$ cat config.mk
export PLATFORM = sky130hd
export DESIGN_NAME = mcpu_run_ctrl
export DESIGN_NICKNAME = d
export VERILOG_FILES = /design/src/rtl/mcpu_run_ctrl.sv
export SDC_FILE = /design/constraint.sdc
export NUM_CORES = 1
export LEC_CHECK = 0
export CAP_MARGIN = 0
export CELL_PAD_IN_SITES_DETAIL_PLACEMENT = 0
export CELL_PAD_IN_SITES_GLOBAL_PLACEMENT = 1
export CORE_MARGIN = 2
export CORE_UTILIZATION = 39
export DETAILED_ROUTE_END_ITERATION = 10
export PLACE_DENSITY_LB_ADDON = 0.1
export SLEW_MARGIN = 25
export SYNTH_ARGS = -nofsm -noshare
export SYNTH_HDL_FRONTEND = slang
export SYNTH_SLANG_ARGS = --single-unit
$ cat constraint.sdc
create_clock -name clk -period 3.05 [get_ports clk]
set_clock_uncertainty 0.05 [all_clocks]
set_input_delay 0.305 -clock clk [delete_from_list [all_inputs] [get_ports clk]]
set_output_delay 0.305 -clock clk [all_outputs]
set_load 0.005 [all_outputs]
$ cat src/rtl/mcpu_run_ctrl.sv
// rtl/mcpu_run_ctrl.sv - sequences one MCPU program run: image load, CPU release, halt/timeout watch
//
// Purpose:
//   Streams a program image into the MCPU RAM over a valid/ready port while the
//   CPU is held in reset, releases the CPU on start, and ends the run when the
//   CPU PC reaches halt_pc or when the RUN-cycle budget (MAX_CYCLES) expires.
//
// Ports:
//   clk, reset        rising-edge clock, asynchronous active-low reset
//   clear             synchronous abort/re-arm pulse, returns to IDLE
//   load_valid/ready  image word handshake; load_data word, load_last final word
//   start             level-sampled run request (IDLE, READY, DONE)
//   halt_pc           PC value marking program end
//   ram_we/addr/wdata registered RAM write port, one cycle after each handshake
//   cpu_hold          active-high reset to the MCPU
//   cpu_pc            MCPU PC tap, compared only in RUN
//   busy              state is LOAD or RUN
//   done/timeout      sticky run result flags, cleared by clear or start
//   load_ovf          image filled the whole RAM without load_last
//   word_count        words written by the last load
//   cycle_count       RUN cycles of the current/last run (saturating)

module mcpu_run_ctrl #(
  parameter int INSTR_WIDTH = 16,
  parameter int ADDR_WIDTH  = 8,
  parameter int CNT_WIDTH   = 32,
  parameter int MAX_CYCLES  = 100000
) (
  input  logic                   clk,
  input  logic                   reset,
  input  logic                   clear,
  input  logic                   load_valid,
  output logic                   load_ready,
  input  logic [INSTR_WIDTH-1:0] load_data,
  input  logic                   load_last,
  input  logic                   start,
  input  logic [ADDR_WIDTH-1:0]  halt_pc,
  output logic                   ram_we,
  output logic [ADDR_WIDTH-1:0]  ram_addr,
  output logic [INSTR_WIDTH-1:0] ram_wdata,
  output logic                   cpu_hold,
  input  logic [ADDR_WIDTH-1:0]  cpu_pc,
  output logic                   busy,
  output logic                   done,
  output logic                   timeout,
  output logic                   load_ovf,
  output logic [ADDR_WIDTH:0]    word_count,
  output logic [CNT_WIDTH-1:0]   cycle_count
);

  localparam logic [ADDR_WIDTH-1:0] LAST_ADDR  = '1;
  localparam logic [CNT_WIDTH-1:0]  BUDGET_END = CNT_WIDTH'(MAX_CYCLES - 1);
  localparam logic [CNT_WIDTH-1:0]  CNT_SAT    = '1;

  typedef enum logic [2:0] {
    IDLE  = 3'd0,
    LOAD  = 3'd1,
    READY = 3'd2,
    RUN   = 3'd3,
    DONE  = 3'd4
  } state_t;

  state_t state;
  logic   xfer;

  // Ready is decoded from state so a word offered in IDLE is taken at once.
  assign load_ready = (state == IDLE) || (state == LOAD);
  assign busy       = (state == LOAD) || (state == RUN);
  assign xfer       = load_valid && load_ready;

  always_ff @(posedge clk or negedge reset) begin
    if (!reset) begin
      state       <= IDLE;
      cpu_hold    <= 1'b1;
      ram_we      <= 1'b0;
      ram_addr    <= '0;
      ram_wdata   <= '0;
      done        <= 1'b0;
      timeout     <= 1'b0;
      load_ovf    <= 1'b0;
      word_count  <= '0;
      cycle_count <= '0;
    end else begin
      // Write strobe is a single-cycle pulse per accepted word.
      ram_we <= 1'b0;

      if (clear) begin
        // word_count and cycle_count stay visible after an abort.
        state    <= IDLE;
        cpu_hold <= 1'b1;
        done     <= 1'b0;
        timeout  <= 1'b0;
        load_ovf <= 1'b0;
      end else begin
        case (state)
          IDLE: begin
            if (xfer) begin
              ram_we     <= 1'b1;
              ram_addr   <= '0;
              ram_wdata  <= load_data;
              word_count <= (ADDR_WIDTH+1)'(1);
              state      <= load_last ? READY : LOAD;
            end else if (start) begin
              // Run whatever the RAM already holds.
              state       <= RUN;
              cpu_hold    <= 1'b0;
              cycle_count <= '0;
              done        <= 1'b0;
              timeout     <= 1'b0;
            end
          end

          LOAD: begin
            if (xfer) begin
              ram_we     <= 1'b1;
              ram_addr   <= word_count[ADDR_WIDTH-1:0];
              ram_wdata  <= load_data;
              word_count <= word_count + 1'b1;
              if (load_last) begin
                state <= READY;
              end else if (word_count[ADDR_WIDTH-1:0] == LAST_ADDR) begin
                // RAM is full: keep the word, flag the missing load_last.
                load_ovf <= 1'b1;
                state    <= READY;
              end
            end
          end

          READY: begin
            if (start) begin
              state       <= RUN;
              cpu_hold    <= 1'b0;
              cycle_count <= '0;
              done        <= 1'b0;
              timeout     <= 1'b0;
            end
          end

          RUN: begin
            // The cycle that sees the halt PC still counts as a RUN cycle.
            if (cycle_count != CNT_SAT) begin
              cycle_count <= cycle_count + 1'b1;
            end
            // Halt match is tested first so it wins over budget expiry.
            if (cpu_pc == halt_pc) begin
              done     <= 1'b1;
              cpu_hold <= 1'b1;
              state    <= DONE;
            end else if (cycle_count == BUDGET_END) begin
              timeout  <= 1'b1;
              cpu_hold <= 1'b1;
              state    <= DONE;
            end
          end

          DONE: begin
            // CPU stays held; its register file keeps the final values.
            if (start) begin
              state       <= RUN;
              cpu_hold    <= 1'b0;
              cycle_count <= '0;
              done        <= 1'b0;
              timeout     <= 1'b0;
            end
          end

          default: begin
            state    <= IDLE;
            cpu_hold <= 1'b1;
          end
        endcase
      end
    end
  end

endmodule

# Yosys cells after proc, flatten, opt, wreduce, memory -nomap -nowiden
# Index checks and enable logic that the tools add are counted.
# word_totals
regBits	73
in_bits	38
out_inout_bits	72
word_cells	98
# op_classes
add_sub_neg	2
n_eq_ne	21
muxes	44
bitwise_logic	1
n_reduce_logical	20
# op_table
cell	n
2-to-1 mux 32 bit	3
one-hot mux 32 bit (3 select lines)	1
adder 32 x 1 -> 32 bit, second input constant	1
equality test 32 x 17 -> 1 bit, second input constant	1
inequality test 32 bit, second input constant	1
2-to-1 mux 3 bit	8
2-to-1 mux 1 bit	21
2-to-1 mux 9 bit	2
one-hot mux 9 bit (2 select lines)	1
2-to-1 mux 8 bit	2
one-hot mux 8 bit (2 select lines)	1
AND reduction 4 bit	4
one-hot mux 3 bit (4 select lines)	1
AND reduction 3 bit	4
inequality test 2 bit, second input constant	5
adder 9 x 1 -> 9 bit, second input constant	1
inequality test 3 bit, second input constant	3
equality test 8 bit	1
equality test 8 bit, second input constant	1
nonzero test 2 bit	4
equality test 3 x 2 -> 1 bit, second input constant	2
inequality test 3 x 2 -> 1 bit, second input constant	2
one-hot mux 1 bit (3 select lines)	2
inequality test 4 x 2 -> 1 bit, second input constant	1
13 further kinds	15

# Longest topological paths before layout
# Gate-level depths: netlist of the first run.
# depth
depth_word	6
ltp_mapped	9
ltp_nobuf	6

# Least setup slack after synthesis of the first run
# OpenSTA, ideal clock, no wires.
# synth_path
path_kind	reg2reg
start	register cycle_count[0]
end	register cycle_count[21]
setup_ns	0.077
t_arrival_ns	1.926
required_time_ns	2.923
path_slack_ns	0.996
stages_incl_launch_ff	9
n_path_buf	2
synth_period_minus_slack_ns	2.054
cell_sequence	dfrtp_1 > ha_1 > nand3_1 > nor4_2 > and4_1 > buf_4 > buf_6 > or4_1 > a21oi_1
# synth_via
elab_chain_len	3
elab_cells_between_ends	6
cone_classes	1 x add/sub; 2 x eq/ne; 2 x mux; 1 x reduce/logical
# synth_lines
element	line_no	source
start: declaration	48	output logic [CNT_WIDTH-1:0] cycle_count
start signal: assignment	142	cycle_count <= cycle_count + 1'b1;
adder 32 x 1 -> 32 bit / inequality test 32 bit (equally long branches)	142, 141	
2-to-1 mux 32 bit / inequality test 2 x 1 -> 1 bit (equally long branches)	--	
one-hot mux 32 bit (3 select lines) / AND reduction 4 bit (equally long branches)	--	
# Parallel ways exist; a longest one is shown, timed or not. The select of a mux whose other input is x is not followed.
# A chain may end at the register's enable or synchronous reset.

# Worst setup path in the final report of the first run
# layout_path
start	register state[1]
end	register cycle_count[15]
# layout_via
elab_chain_len	5
elab_cells_between_ends	13
cone_classes	6 x eq/ne; 1 x mux; 6 x reduce/logical
# layout_lines
element	line_no	source
start: declaration	63	state_t state;
start signal: assignment	102	state <= load_last ? READY : LOAD;
equality test 3 x 1 -> 1 bit / logical NOT 3 bit (equally long branches)	67, 95	
logical OR 1 bit	67	assign load_ready = (state == IDLE) || (state == LOAD);
logical AND 1 bit	69	assign xfer = load_valid && load_ready;
inequality test 2 bit (no line)	--	
AND reduction 4 bit (no line)	--	
# Parallel ways exist; a longest one is shown, timed or not.

==> impl_metrics.env, run 1 <==
export IMPL_status="finished, final reports clean"
export IMPL_postRouteAntennaNets=0
export IMPL_cp_num_buf_inv=1
export IMPL_drv_slew=0
export IMPL_start_util_pct=40.46
export IMPL_firstDrtPassIters=6
export IMPL_postSynthCellCount=441
export IMPL_synth_top_family_by_area="simple AND/OR/NAND/NOR gates"
export IMPL_synth_edf_count=0
export IMPL_worst_r2r_endpoint="cycle_count[15]$_DFFE_PN0P_"
export IMPL_antennaDiodeCount=0
export IMPL_synth_area_um2=3973
export IMPL_synth_fa_ha_area_share_pct=0.8819
export IMPL_route_detailed_drc=0
export IMPL_synth_xor_area_share_pct=1.764
export IMPL_cts_resized=0
export IMPL_ys_flop_type="dfrtp_1"
export IMPL_synth_async_sr_flop_share_pct=100.0
export IMPL_synth_cell_types=54
export IMPL_vdd_drop_max_uv=309.5
export IMPL_path_cells="nand3b_1 > nor4_1 > and4_1 > buf_4 > or4_1 > mux2i_1"
export IMPL_wl_met3_um=623
export IMPL_max_freq_mhz=425.5
export IMPL_r2r_slack_ns=0.70
export IMPL_grt_pass1_vias=3695
export IMPL_routed_wl_met2_mm=5.332
export IMPL_maxCapViolations=0
export IMPL_grt_total_usage_pct=21.19
export IMPL_finalSetupViolCount=0
export IMPL_rsz0062_at_grt="no"
export IMPL_grt_pass1_wl_mm=19.04
export IMPL_utilization_pct=55.40
export IMPL_required_ns=3.27
export IMPL_path_depth=6
export IMPL_crit_fanout=16
export IMPL_final_nets=589
export IMPL_hold_viol_final=0
export IMPL_synth_compound_area_share_pct=19.21
export IMPL_max_slew_margin_pct=54.95
export IMPL_area_delta_synth_final_pct=36.94
export IMPL_r2r_cells=6
export IMPL_power_density_nw_per_um2=631.9
export IMPL_antenna_found_initial=0
export IMPL_fin_tns_setup_ns=0
export IMPL_drt_iter0_markers=244
export IMPL_synth_warnings=0
export IMPL_critPathLaunch="state[1]$_DFFE_PN0P_"
export IMPL_fin_crit_sh_pct=77.06
export IMPL_numClockSinks=73
export IMPL_vias=3910
export IMPL_crit_path_end="cycle_count[15]$_DFFE_PN0P_"
export IMPL_die_h_um=104.9
export IMPL_leakage_uw=0.002237
export IMPL_htreeDepth=3
export IMPL_cp_end_kind="flop"
export IMPL_avgSynthCellArea_um2=9.008
export IMPL_drt_wirelength_per_cell_um=16.74
export IMPL_top_layer="met4"
export IMPL_critPathLaunchType="flop"
export IMPL_die_area_um2=11010
export IMPL_synth_fp_nets=481
export IMPL_cts_tree="built"
export IMPL_synth_seq_cells=73
export IMPL_synth_mux_area_share_pct=0.5039
export IMPL_crit_family="simple AND/OR/NAND/NOR gates"
export IMPL_row_count=36
export IMPL_crit_path_max_incr_delay_ns=0.66
export IMPL_clk_pin_slew_ns=0.08
export IMPL_clock_latency_ns=0.35
export IMPL_cts_buffers_inserted=9
export IMPL_grt_max_degree=74
export IMPL_worstMarginPinSlew_ns=0.6757
export IMPL_fillers=938
export IMPL_multiInputGateArea_um2=1939
export IMPL_crit_arrival_ns=2.57
export IMPL_fp_dieW_um=104.9
export IMPL_synth_simple_area_share_pct=26.46
export IMPL_routed_wl_mm=11.48
export IMPL_place_gp_congestion=0.8744
export IMPL_regArea_um2=1828
export IMPL_wl_met1_mm=5.368
export IMPL_port_buffers=109
export IMPL_drive_gt1_share_pct=6.872
export IMPL_seq_area_frac_synth_pct=46.02
export IMPL_worstHoldPathType="input port to flop"
export IMPL_r2r_start="state[1]$_DFFE_PN0P_"
export IMPL_cts_root_buf="clkbuf_8"
export IMPL_place_hpwl_mm=8.052
export IMPL_critPathKind="flop to flop"
export IMPL_vias_per_cell=5.700
export IMPL_grt_overflow=0
export IMPL_slowest_stage="dfrtp_1"
export IMPL_io_pins=110
export IMPL_coreArea_um2=9819
export IMPL_fin_crit_ns=2.350
export IMPL_clk_path_buf_depth=2
-- how the worst min path moves through the flow --
stage	startpoint	endpoint	slack, ns	cells past startpoint
2_1_floorplan	reset	cycle_count[0]$_DFFE_PN0P_	-0.04	0
3_3_place_gp	ram_wdata[8]$_DFFE_PN0P_	ram_wdata[8]$_DFFE_PN0P_	0.41	2
3_5_place_dp	ram_wdata[14]$_DFFE_PN0P_	ram_wdata[14]$_DFFE_PN0P_	0.41	2
4_1_cts	reset	cycle_count[0]$_DFFE_PN0P_	0.09	1
5_1_grt	load_data[12]	ram_wdata[12]$_DFFE_PN0P_	0.43	3
6_report	load_data[14]	ram_wdata[14]$_DFFE_PN0P_	0.42	3
-- area by class of cell --
type,count,share of cell area (%)
Clock buffer,11,2.783
Clock inverter,4,1.817
Inverter,11,0.7590
Multi-Input combinational cell,329,35.65
Sequential cell,73,33.60
Tap cell,133,3.059
Timing Repair Buffer,125,22.33
-- through the flow --
step                      setup WS (ns)  std cells  cell area [µm²]  hold WS [ns]  total power (µW)
after floorplan                  0.9963        441             3973      -0.04059              1879
after global placement           0.6137        670             5176        0.4070              2484
after detailed placement         0.5661        670             5176        0.4116              2508
after CTS                        0.7168        685             5426       0.09325              3466
after global routing             0.5272        686             5440        0.4302              3653
final                            0.6998        686             5440        0.4215              3438
-- metal layers --
metal	track usage (%)	vias to the layer above
li1	-	1858
met2	31.86	120
met4	6.476	0
met3	3.618	16
met1	31.12	1916
met5	0	-
-- where the power goes --
part	internal (µW)	leakage [µW]	switching, µW
registers	1160	0.000975	204
clock network	587	0.000126	367
logic	597	0.00114	518
-- cells in the mapped netlist, drive strengths merged (3+ instances only) --
cell type,number,area [µm²]
a21o,6,45.04
a21oi,25,125.1
a22o,13,113.9
a31oi,5,31.28
and3,8,50.05
and4,3,28.78
buf,18,126.4
clkbuf,10,37.54
dfrtp,72,1802
inv,10,37.54
nand2,71,266.5
nand2b,5,31.28
nand3,25,125.1
nand4,16,100.1
nor2,22,85.09
nor3,13,70.07
nor4,13,87.58
o21ai,20,100.1
o31ai,25,187.7
or3,8,50.05
or4,15,112.6
xor2,8,70.07
-- registers in the layout, summed over array words and instances (netlist names) --
signal / flops
timeout: 1
cpu_hold: 1
cycle_count: 32
word_count: 9
ram_wdata: 16
state: 3
load_ovf: 1
ram_we: 1
ram_addr: 8
done: 1
-- worst register-to-register path, cell delays in order (launching register included) --
cell      delay (ns)
dfrtp_1         0.66
nand3b_1        0.22
nor4_1          0.47
and4_1          0.32
buf_4           0.22
or4_1           0.15
mux2i_1         0.19
-- logic make-up (layout without fill, tap and decap cells) --
| family | count (synthesis) | count (layout) |
|---|---|---|
| compound gates | 111 | 111 |
| xor+xnor | 8 | 8 |
| fa+ha+maj | 3 | 3 |
| buf+inv | 39 | 151 |
| flops | 73 | 73 |
| mux | 2 | 2 |
| simple gates | 205 | 205 |
-- timing repair --
action / 4_1_cts / 5_1_grt
setup buffers: 0 / 0
endpoints found under the hold margin: 0 / 42
hold buffers: 0 / 1
-- cells in the final DEF, fill, tap and decap left out, types with 3 or more instances in the layout --
master,count
a21o_1,6
nand3_1,25
or3_1,8
dfrtp_1,72
and3_1,8
inv_1,10
nand2_1,71
nor3_1,12
nand4_1,16
a22o_1,13
or4_1,15
o21ai_0,7
nand2b_1,5
o21ai_1,13
bufinv_16,3
clkdlybuf4s50_1,108
nor2_1,21
xor2_1,8
o31ai_1,25
a21oi_1,25
nor4_1,12
clkbuf_8,11
buf_4,15
a31oi_1,5
(Power assumes the default switching activity.)
==> run 2, diff against run 1 <==
--- a/config.mk
+++ b/config.mk
@@ -9,7 +9,7 @@
 export CELL_PAD_IN_SITES_DETAIL_PLACEMENT = 0
 export CELL_PAD_IN_SITES_GLOBAL_PLACEMENT = 1
 export CORE_MARGIN = 2
-export CORE_UTILIZATION = 39
+export CORE_UTILIZATION = 36
 export DETAILED_ROUTE_END_ITERATION = 10
 export PLACE_DENSITY_LB_ADDON = 0.1
 export SLEW_MARGIN = 25
==> constraint.sdc (replaced) <==
create_clock -name clk -period 2.3 [get_ports clk]
set_clock_uncertainty 0.05 [all_clocks]
set_input_delay 0.23 -clock clk [delete_from_list [all_inputs] [get_ports clk]]
set_output_delay 0.23 -clock clk [all_outputs]
set_load 0.005 [all_outputs]
==> impl_metrics.env, run 2 (same netlist as run 1, synthesis figures left out) <==
export IMPL_crit_arrival_ns=2.35
export IMPL_max_freq_mhz=469.8
export IMPL_holdWs_ns=0.3506
export IMPL_dp_cells=719
export IMPL_coreArea_um2=10790
export IMPL_grt_overflow=0
export IMPL_io_pins=110
export IMPL_rsz0062_at_grt="no"
export IMPL_post_cts_buffers=0
export IMPL_path_depth=5
export IMPL_vias=3968
export IMPL_routed_wl_mm=11.95
export IMPL_route_detailed_drc=0
export IMPL_postRouteAntennaNets=0
export IMPL_firstDrtPassIters=4
export IMPL_power_density_nw_per_um2=803.4
export IMPL_crit_fanout=8
export IMPL_min_path_cells=3
export IMPL_fin_crit_ns=2.129
export IMPL_start_util_pct=36.81
export IMPL_cts_tree="built"
export IMPL_largest_register="cycle_count"
export IMPL_crit_family="simple AND/OR/NAND/NOR gates"
export IMPL_fp_dieW_um=109.0
export IMPL_crit_path_max_incr_delay_ns=0.49
export IMPL_die_area_um2=11890
export IMPL_fillers=1022
export IMPL_finalSetupViolCount=0
export IMPL_htreeDepth=3
export IMPL_clk_pin_slew_ns=0.09
export IMPL_die_h_um=109.0
export IMPL_vdd_drop_max_uv=508.5
export IMPL_drt_wirelength_per_cell_um=16.23
export IMPL_finalNonFillerCells=736
export IMPL_required_ns=2.52
export IMPL_row_count=38
export IMPL_worstMarginPinSlew_ns=0.5676
export IMPL_cts_root_buf="clkbuf_8"
export IMPL_clock_latency_ns=0.34
export IMPL_clk_path_buf_depth=2
export IMPL_drt_iter0_markers=241
export IMPL_leakage_uw=0.002459
export IMPL_hold_viol_final=0
export IMPL_max_slew_margin_pct=62.16
export IMPL_grt_total_usage_pct=20.76
export IMPL_drv_slew=0
export IMPL_cp_end_kind="flop"
export IMPL_place_hpwl_mm=8.683
export IMPL_antennaDiodeCount=0
export IMPL_r2r_cells=5
export IMPL_fin_crit_sh_pct=92.55
export IMPL_antenna_found_initial=0
export IMPL_grt_pass1_vias=3804
export IMPL_final_cell_mix="clkdlybuf4s50_1 (108), dfrtp_1 (72), nand2_1 (71), buf_4 (57)"
export IMPL_cts_buffers_inserted=9
export IMPL_port_buffers=109
export IMPL_critPathLaunchType="flop"
export IMPL_maxCapViolations=0
export IMPL_largest_register_ffs=32
export IMPL_fin_ws_ns=0.1713
export IMPL_grt_pass1_wl_mm=19.41
export IMPL_layout_commonest_cell="clkdlybuf4s50_1"
export IMPL_worstHoldPathType="input port to flop"
export IMPL_path_cells="o2bb2ai_4 > or2_0 > or3_1 > or4_1 > a21oi_1"
export IMPL_final_nets=631
export IMPL_reg_largest_list="cycle_count: 32 flops, ram_wdata: 16 flops, word_count: 9 flops"
export IMPL_status="finished, final reports clean"
export IMPL_numClockSinks=73
export IMPL_vias_per_cell=5.391
export IMPL_slowest_stage="dfrtp_1"
export IMPL_cp_num_buf_inv=0
export IMPL_critPathKind="flop to flop"
export IMPL_grt_max_degree=43
export IMPL_place_gp_congestion=0.8552
export IMPL_drive_gt1_share_pct=13.93
export IMPL_post_place_ws_ns=-0.03099
export IMPL_area_delta_synth_final_pct=45.64
run 2: worst min-delay path, stage by stage:
cell	delay, ns
clkdlybuf4s50_1	0.40
nand2_1	0.05
nand2_1	0.04
run 2: power by group:
group / internal [µW] / leakage (µW) / switching [µW]
Sequential: 1540 / 0.000975 / 224
Clock: 728 / 0.000121 / 511
Combinational: 887 / 0.00136 / 755
run 2: per-stage QoR:
step	util, %	instance area (µm²)	power [µW]	setup TNS (ns)
finish	53.61	5786	4648	0
global route	53.61	5786	4976	0
CTS	53.40	5763	4712	0
detailed placement	51.08	5513	3447	-0.03559
global placement	51.08	5513	3422	0
floorplan	-	3973	2492	0
run 2: worst paths after layout:
path                                                from                           to  slack, ns
worst max-delay path                state[1]$_DFFE_PN0P_  cycle_count[28]$_DFFE_PN0P_       0.17
worst min-delay path                       load_data[10]    ram_wdata[10]$_DFFE_PN0P_       0.35
worst max register to register      state[1]$_DFFE_PN0P_  cycle_count[28]$_DFFE_PN0P_       0.17
worst min register to register  ram_wdata[0]$_DFFE_PN0P_     ram_wdata[0]$_DFFE_PN0P_       0.43
max in group asynchronous                          reset         cpu_hold$_DFFE_PN1P_       1.17
min in group asynchronous                          reset   cycle_count[2]$_DFFE_PN0P_       0.36
run 2: area by class of cell:
cell class | count | area [µm²] | area share [%]
repair buffers | 167 | 1539 | 26.60
multi-input cells | 329 | 1962 | 33.91
inverters | 11 | 41.29 | 0.7137
well taps | 140 | 175.2 | 3.028
clock buffers | 10 | 127.6 | 2.206
clock inverters | 6 | 112.6 | 1.946
flip-flops and latches | 73 | 1828 | 31.60
run 2: per-layer routing:
metal / global-route usage [%] / up-vias / wire length, µm
met5: 0 / - / 0
met1: 30.00 / 1913 / 5848
li1: - / 1948 / -
met3: 4.901 / 8 / 679
met4: 3.480 / 0 / 91
met2: 32.03 / 99 / 5325
run 2: what timing repair did:
| item | 4_1_cts | 5_1_grt |
|---|---|---|
| hold buffers | 1 | 0 |
| setup endpoints to repair | 0 | 30 |
| gates resized for setup | 0 | 4 |
| hold endpoints to repair | 39 | 0 |
==> run 3, diff against run 2 <==
--- a/config.mk
+++ b/config.mk
@@ -11,6 +11,7 @@
 export CORE_MARGIN = 2
 export CORE_UTILIZATION = 36
 export DETAILED_ROUTE_END_ITERATION = 10
+export GPL_TIMING_DRIVEN = 1
 export PLACE_DENSITY_LB_ADDON = 0.1
 export SLEW_MARGIN = 25
 export SYNTH_ARGS = -nofsm -noshare
==> results of run 3 <==
No change in the layout: final DEF, timing and power equal those of run 2.
==> patch 1: new RTL, settings of run 2 <==
Change the parameter `MAX_CYCLES` from 100000 to 75000.
--- a/src/rtl/mcpu_run_ctrl.sv
+++ b/src/rtl/mcpu_run_ctrl.sv
@@ -25,5 +25,5 @@
   parameter int ADDR_WIDTH  = 8,
   parameter int CNT_WIDTH   = 32,
-  parameter int MAX_CYCLES  = 100000
+  parameter int MAX_CYCLES  = 75000
 ) (
   input  logic                   clk,
Function: no difference found for any inputs over 4 cycles, from zero or initial values and one cycle with reset low; that may be too few to reach the edited logic, so the function may still have changed.
==> patch 1 against run 2 <==
Synthesized area is 2.8% lower; total power fell by 13%; design area decreased by 0.82%; largest power group unchanged; sequential cell count did not move; wire length shrank 2.0%; setup slack worse by 0.16 ns; sequential share of layout area increased by 0.26 points; synthesized cell count decreased by 3.9%.
==> patch 1: results (changes against run 2) <==
stage	metric	value	unit	change
logic_synthesis	commonest cells in the netlist	nand2_1, dfrtp_1, a21oi_1, nor2_1, o31ai_1		was dfrtp_1, nand2_1, a21oi_1, nand3_1, o31ai_1
placement	Port-buffer cells	109		unchanged
sta	Slew @ Worst Pin	0.909	ns	was 0.568 ns
power_and_ir_drop	VDD IR-drop max	0.000454	V	was 0.000509 V
global_route	grt met3 use	5.15	%	was 4.90%
finish	final cell count without fillers	720		was 736
logic_synthesis	Synth Warn #	0		unchanged
worst_hold_path	Hold Path Class	input port to asynchronous set/reset pin		was input port to flop
routing	vias after detailed routing	3911		was 3,968
critical_path	critical path fanouts, max	5		was 8
placement	DP Cell Count	701		was 719
clock_network	clk buf depth	2		unchanged
clock_network	clk_lat worst skew	0.35	ns	
placement	Post-DP Area	5450	µm²	was 5510 µm²
finish	nets	620		was 631
routing	routed len/inst	16.3	µm	was 16.2 µm
global_route	GRT met2 Usage	33.2	%	was 32.0%
logic_synthesis	sequential area share after synthesis	47.4	%	was 46.0%
finish	layout cells sized above 1	17.8	%	was 13.9%
power_and_ir_drop	cell leakage power	2.38	nW	was 2.46 nW
global_route	number of global-route vias before repair	3758		was 3,804
placement	gpl congestion	0.899		was 0.855
placement	pre-CTS setup slack	-0.159	ns	was -0.0310 ns
logic_synthesis	ys async rst share	100	%	unchanged
logic_synthesis	Synth area leaders	dfrtp_1, nand2_1, a21oi_1, o31ai_1, nand4_1		was dfrtp_1, nand2_1, o31ai_1, a21oi_1, nand3_1
power_and_ir_drop	Internal	2.77	mW	was 3.16 mW
global_route	global-route wire length before repair	19100	µm	was 19,400 µm
status	status	completed		unchanged
global_route	Global Route Usage Sum	20.8	%	about the same
global_route	initial antenna violation count	0		unchanged
clock_network	H-tree depth	3		unchanged
critical_path	worst path arrival time	2.51	ns	was 2.35 ns
global_route	routing usage on met1	28.8	%	was 30.0%
sta	setup tns final	0	ns	unchanged
finish	Largest regs	cycle_count x32, ram_wdata x16, word_count x9		unchanged
logic_synthesis	synthesized instance count	424		was 441
routing	DR pass1 iterations	5		was 4
global_route	largest net degree at the start of global routing	40		was 43
routing	1st-iter DRT viols	184		was 241
clock_network	Reg clk slew, reported paths	0.08	ns	
logic_synthesis	post-synthesis cell type count	55		was 54
placement	HPWL after DPL	8470	µm	was 8680 µm
logic_synthesis	syn_nets	464		was 481
-- patch 1: cell count changes after synthesis, sizes merged, moves of 7 or more --
cell,change
xnor2,+10
nand2,+8
nand3,-10
o31ai,-7
buf,-13
-- patch 1: layout make-up --
class / instances / area (µm²)
Clock buffer: 10 / 138
Clock inverter: 5 / 56.3
Fill cell: 998 / 4630
Inverter: 10 / 37.5
Multi-Input combinational cell: 320 / 1970
Sequential cell: 73 / 1830
Tap cell: 136 / 170
Timing Repair Buffer: 166 / 1540
-- patch 1: logic make-up (layout without fill, tap and decap cells) --
group           count (synthesis)  after routing  share of synthesized area (%)
flops                          73             73                           47.4
buf+inv                        32            191                           3.63
simple gates                  209            210                           28.9
mux                             3              3                          0.778
xor+xnor                       14             14                           3.18
fa+ha+maj                       2              2                          0.648
compound gates                 91             91                           15.5
-- patch 1: worst paths after layout --
path	start	end	slack, ns	depth (start not counted)
min reg2reg	ram_wdata[6]$_DFFE_PN0P_	ram_wdata[6]$_DFFE_PN0P_	0.43	2
min in group clk	load_data[7]	ram_wdata[7]$_DFFE_PN0P_	0.35	3
min	reset	cycle_count[21]$_DFFE_PN0P_	0.31	2
max in group asynchronous	reset	cpu_hold$_DFFE_PN1P_	1.23	3
max reg2reg	cycle_count[1]$_DFFE_PN0P_	cycle_count[20]$_DFFE_PN0P_	0.01	6
max	cycle_count[1]$_DFFE_PN0P_	cycle_count[20]$_DFFE_PN0P_	0.01	6
-- patch 1: worst max-delay path, cell delays in order, from the launching register on --
cell and delay, ns:
dfrtp_1 0.39, ha_4 0.16, nand3_4 0.06, or4_4 0.50, or3_4 0.38, or4_1 0.53
a21oi_1 0.13
-- patch 1: power groups by stage --
stage	combinational (mW)	clock, mW	sequential [mW]
global placement	1.37	0	1.68
global route	1.52	1.11	1.69
floorplan	0.531	0	1.68
CTS	1.39	1.05	1.66
finish	1.38	1.02	1.66
detailed placement	1.38	0	1.68
-- patch 1: layer usage --
layer	wire, µm	up-vias
met5	0	-
met4	141	0
met3	763	13
met2	5580	127
met1	5210	1901
li1	-	1870
-- patch 1: what timing repair did --
item                                    4_1_cts  5_1_grt
gates cloned                                  0        1
pin swaps                                     2        4
hold buffers                                  1        0
hold endpoints to repair                     34        0
endpoints found under the setup margin        7       14
setup buffers                                 0        2
resized for setup                             2       12
==> patch 2: new RTL, flow settings as in run 2 <==
Without the edit above. The 5 states of `state_t` get a one-hot encoding in 5 bits.
--- a/src/rtl/mcpu_run_ctrl.sv
+++ b/src/rtl/mcpu_run_ctrl.sv
@@ -53,10 +53,10 @@
   localparam logic [CNT_WIDTH-1:0]  CNT_SAT    = '1;
 
-  typedef enum logic [2:0] {
-    IDLE  = 3'd0,
-    LOAD  = 3'd1,
-    READY = 3'd2,
-    RUN   = 3'd3,
-    DONE  = 3'd4
+  typedef enum logic [4:0] {
+    IDLE  = 5'b00001,
+    LOAD  = 5'b00010,
+    READY = 5'b00100,
+    RUN   = 5'b01000,
+    DONE  = 5'b10000
   } state_t;
 
Formal check against the unedited RTL: no difference found for any inputs over 4 cycles, from zero or initial values and one cycle with reset low; so few cycles prove little.
==> patch 2 against run 2 <==
Wire length increased by 2.4%; sequential power increased by 10%; combinational power is 63% higher; hold slack worse by 0.019 ns; design area is 10% higher; setup slack worse by 0.15 ns; sequential share of layout area fell by 2.1 points; total power rose by 24%; global-route usage is 0.30 points higher; sequential cell count up 2; synthesized area down 1.1%; synthesized cell count down 2.7%; critical endpoint is now cycle_count[29]$_DFFE_PN0P_; largest cell class unchanged; highest routed layer unchanged.
==> patch 2: results (changes against run 2) <==
stage	metric	value	unit	change
critical_path	CP max stage cell	or4_4		was dfrtp_1
finish	fillers	1009		was 1,022
critical_path	CP endpoint	cycle_count[29]$_DFFE_PN0P_		was cycle_count[28]$_DFFE_PN0P_
power_and_ir_drop	VDD IR-drop max	0.000569	V	was 0.000509 V
logic_synthesis	post-synthesis mux area share	0.509	%	was 0.504%
placement	pre-CTS setup slack	-0.370	ns	was -0.0310 ns
global_route	grt met3 use	3.86	%	was 4.90%
global_route	GRT met2 Usage	34.7	%	was 32.0%
finish	nets	673		was 631
sta	Max Clk Rate	0.438	GHz	was 0.470 GHz
status	status	completed		unchanged
routing	routed wl met2	6050	µm	was 5330 µm
logic_synthesis	sequential area share after synthesis	47.8	%	was 46.0%
routing	metal1 wirelength	5670	µm	was 5850 µm
placement	gpl congestion	0.853		was 0.855
sta	slew margin rel.	67.0	%	was 62.2%
routing	vias per cell	5.09		was 5.39
placement	HPWL after DPL	8710	µm	was 8680 µm
placement	DP Cell Count	754		was 719
critical_path	R2R depth	6		was 5
routing	routed len/inst	15.7	µm	was 16.2 µm
logic_synthesis	Syn Area/Cell	9.16	µm²	was 9.01 µm²
logic_synthesis	commonest cells in the netlist	nand2_1, dfrtp_1, nor2_1, xnor2_1, nand4_1		was dfrtp_1, nand2_1, a21oi_1, nand3_1, o31ai_1
worst_hold_path	Hold Path Class	input port to asynchronous set/reset pin		was input port to flop
global_route	global-route wire length before repair	19400	µm	about the same
routing	DR WL met3	424	µm	was 679 µm
power_and_ir_drop	cell leakage power	2.71	nW	was 2.46 nW
global_route	routing usage on met1	28.3	%	was 30.0%
-- patch 2: cell types whose count changed in the layout (fill, tap and decap cells not counted), sizes merged, moves of 10 or more --
cell / before / now
a21oi: 25 / 13
xnor2: 0 / 30
o31ai: 25 / 7
buf: 58 / 104
nor2: 22 / 43
or4: 15 / 5
-- patch 2: layout make-up --
class	count	area share [%]
Clock buffer	11	2.22
Clock inverter	5	1.35
Inverter	7	0.412
Multi-Input combinational cell	326	33.0
Sequential cell	75	29.5
Tap cell	140	2.75
Timing Repair Buffer	214	30.7
-- patch 2: power groups by stage --
stage | registers (mW) | logic [mW] | clock network [mW]
floorplan | 2.04 | 0.814 | 0
global placement | 1.93 | 2.46 | 0
detailed placement | 1.94 | 2.49 | 0
CTS | 1.92 | 2.52 | 1.19
global route | 2.00 | 2.91 | 1.26
finish | 1.95 | 2.67 | 1.17
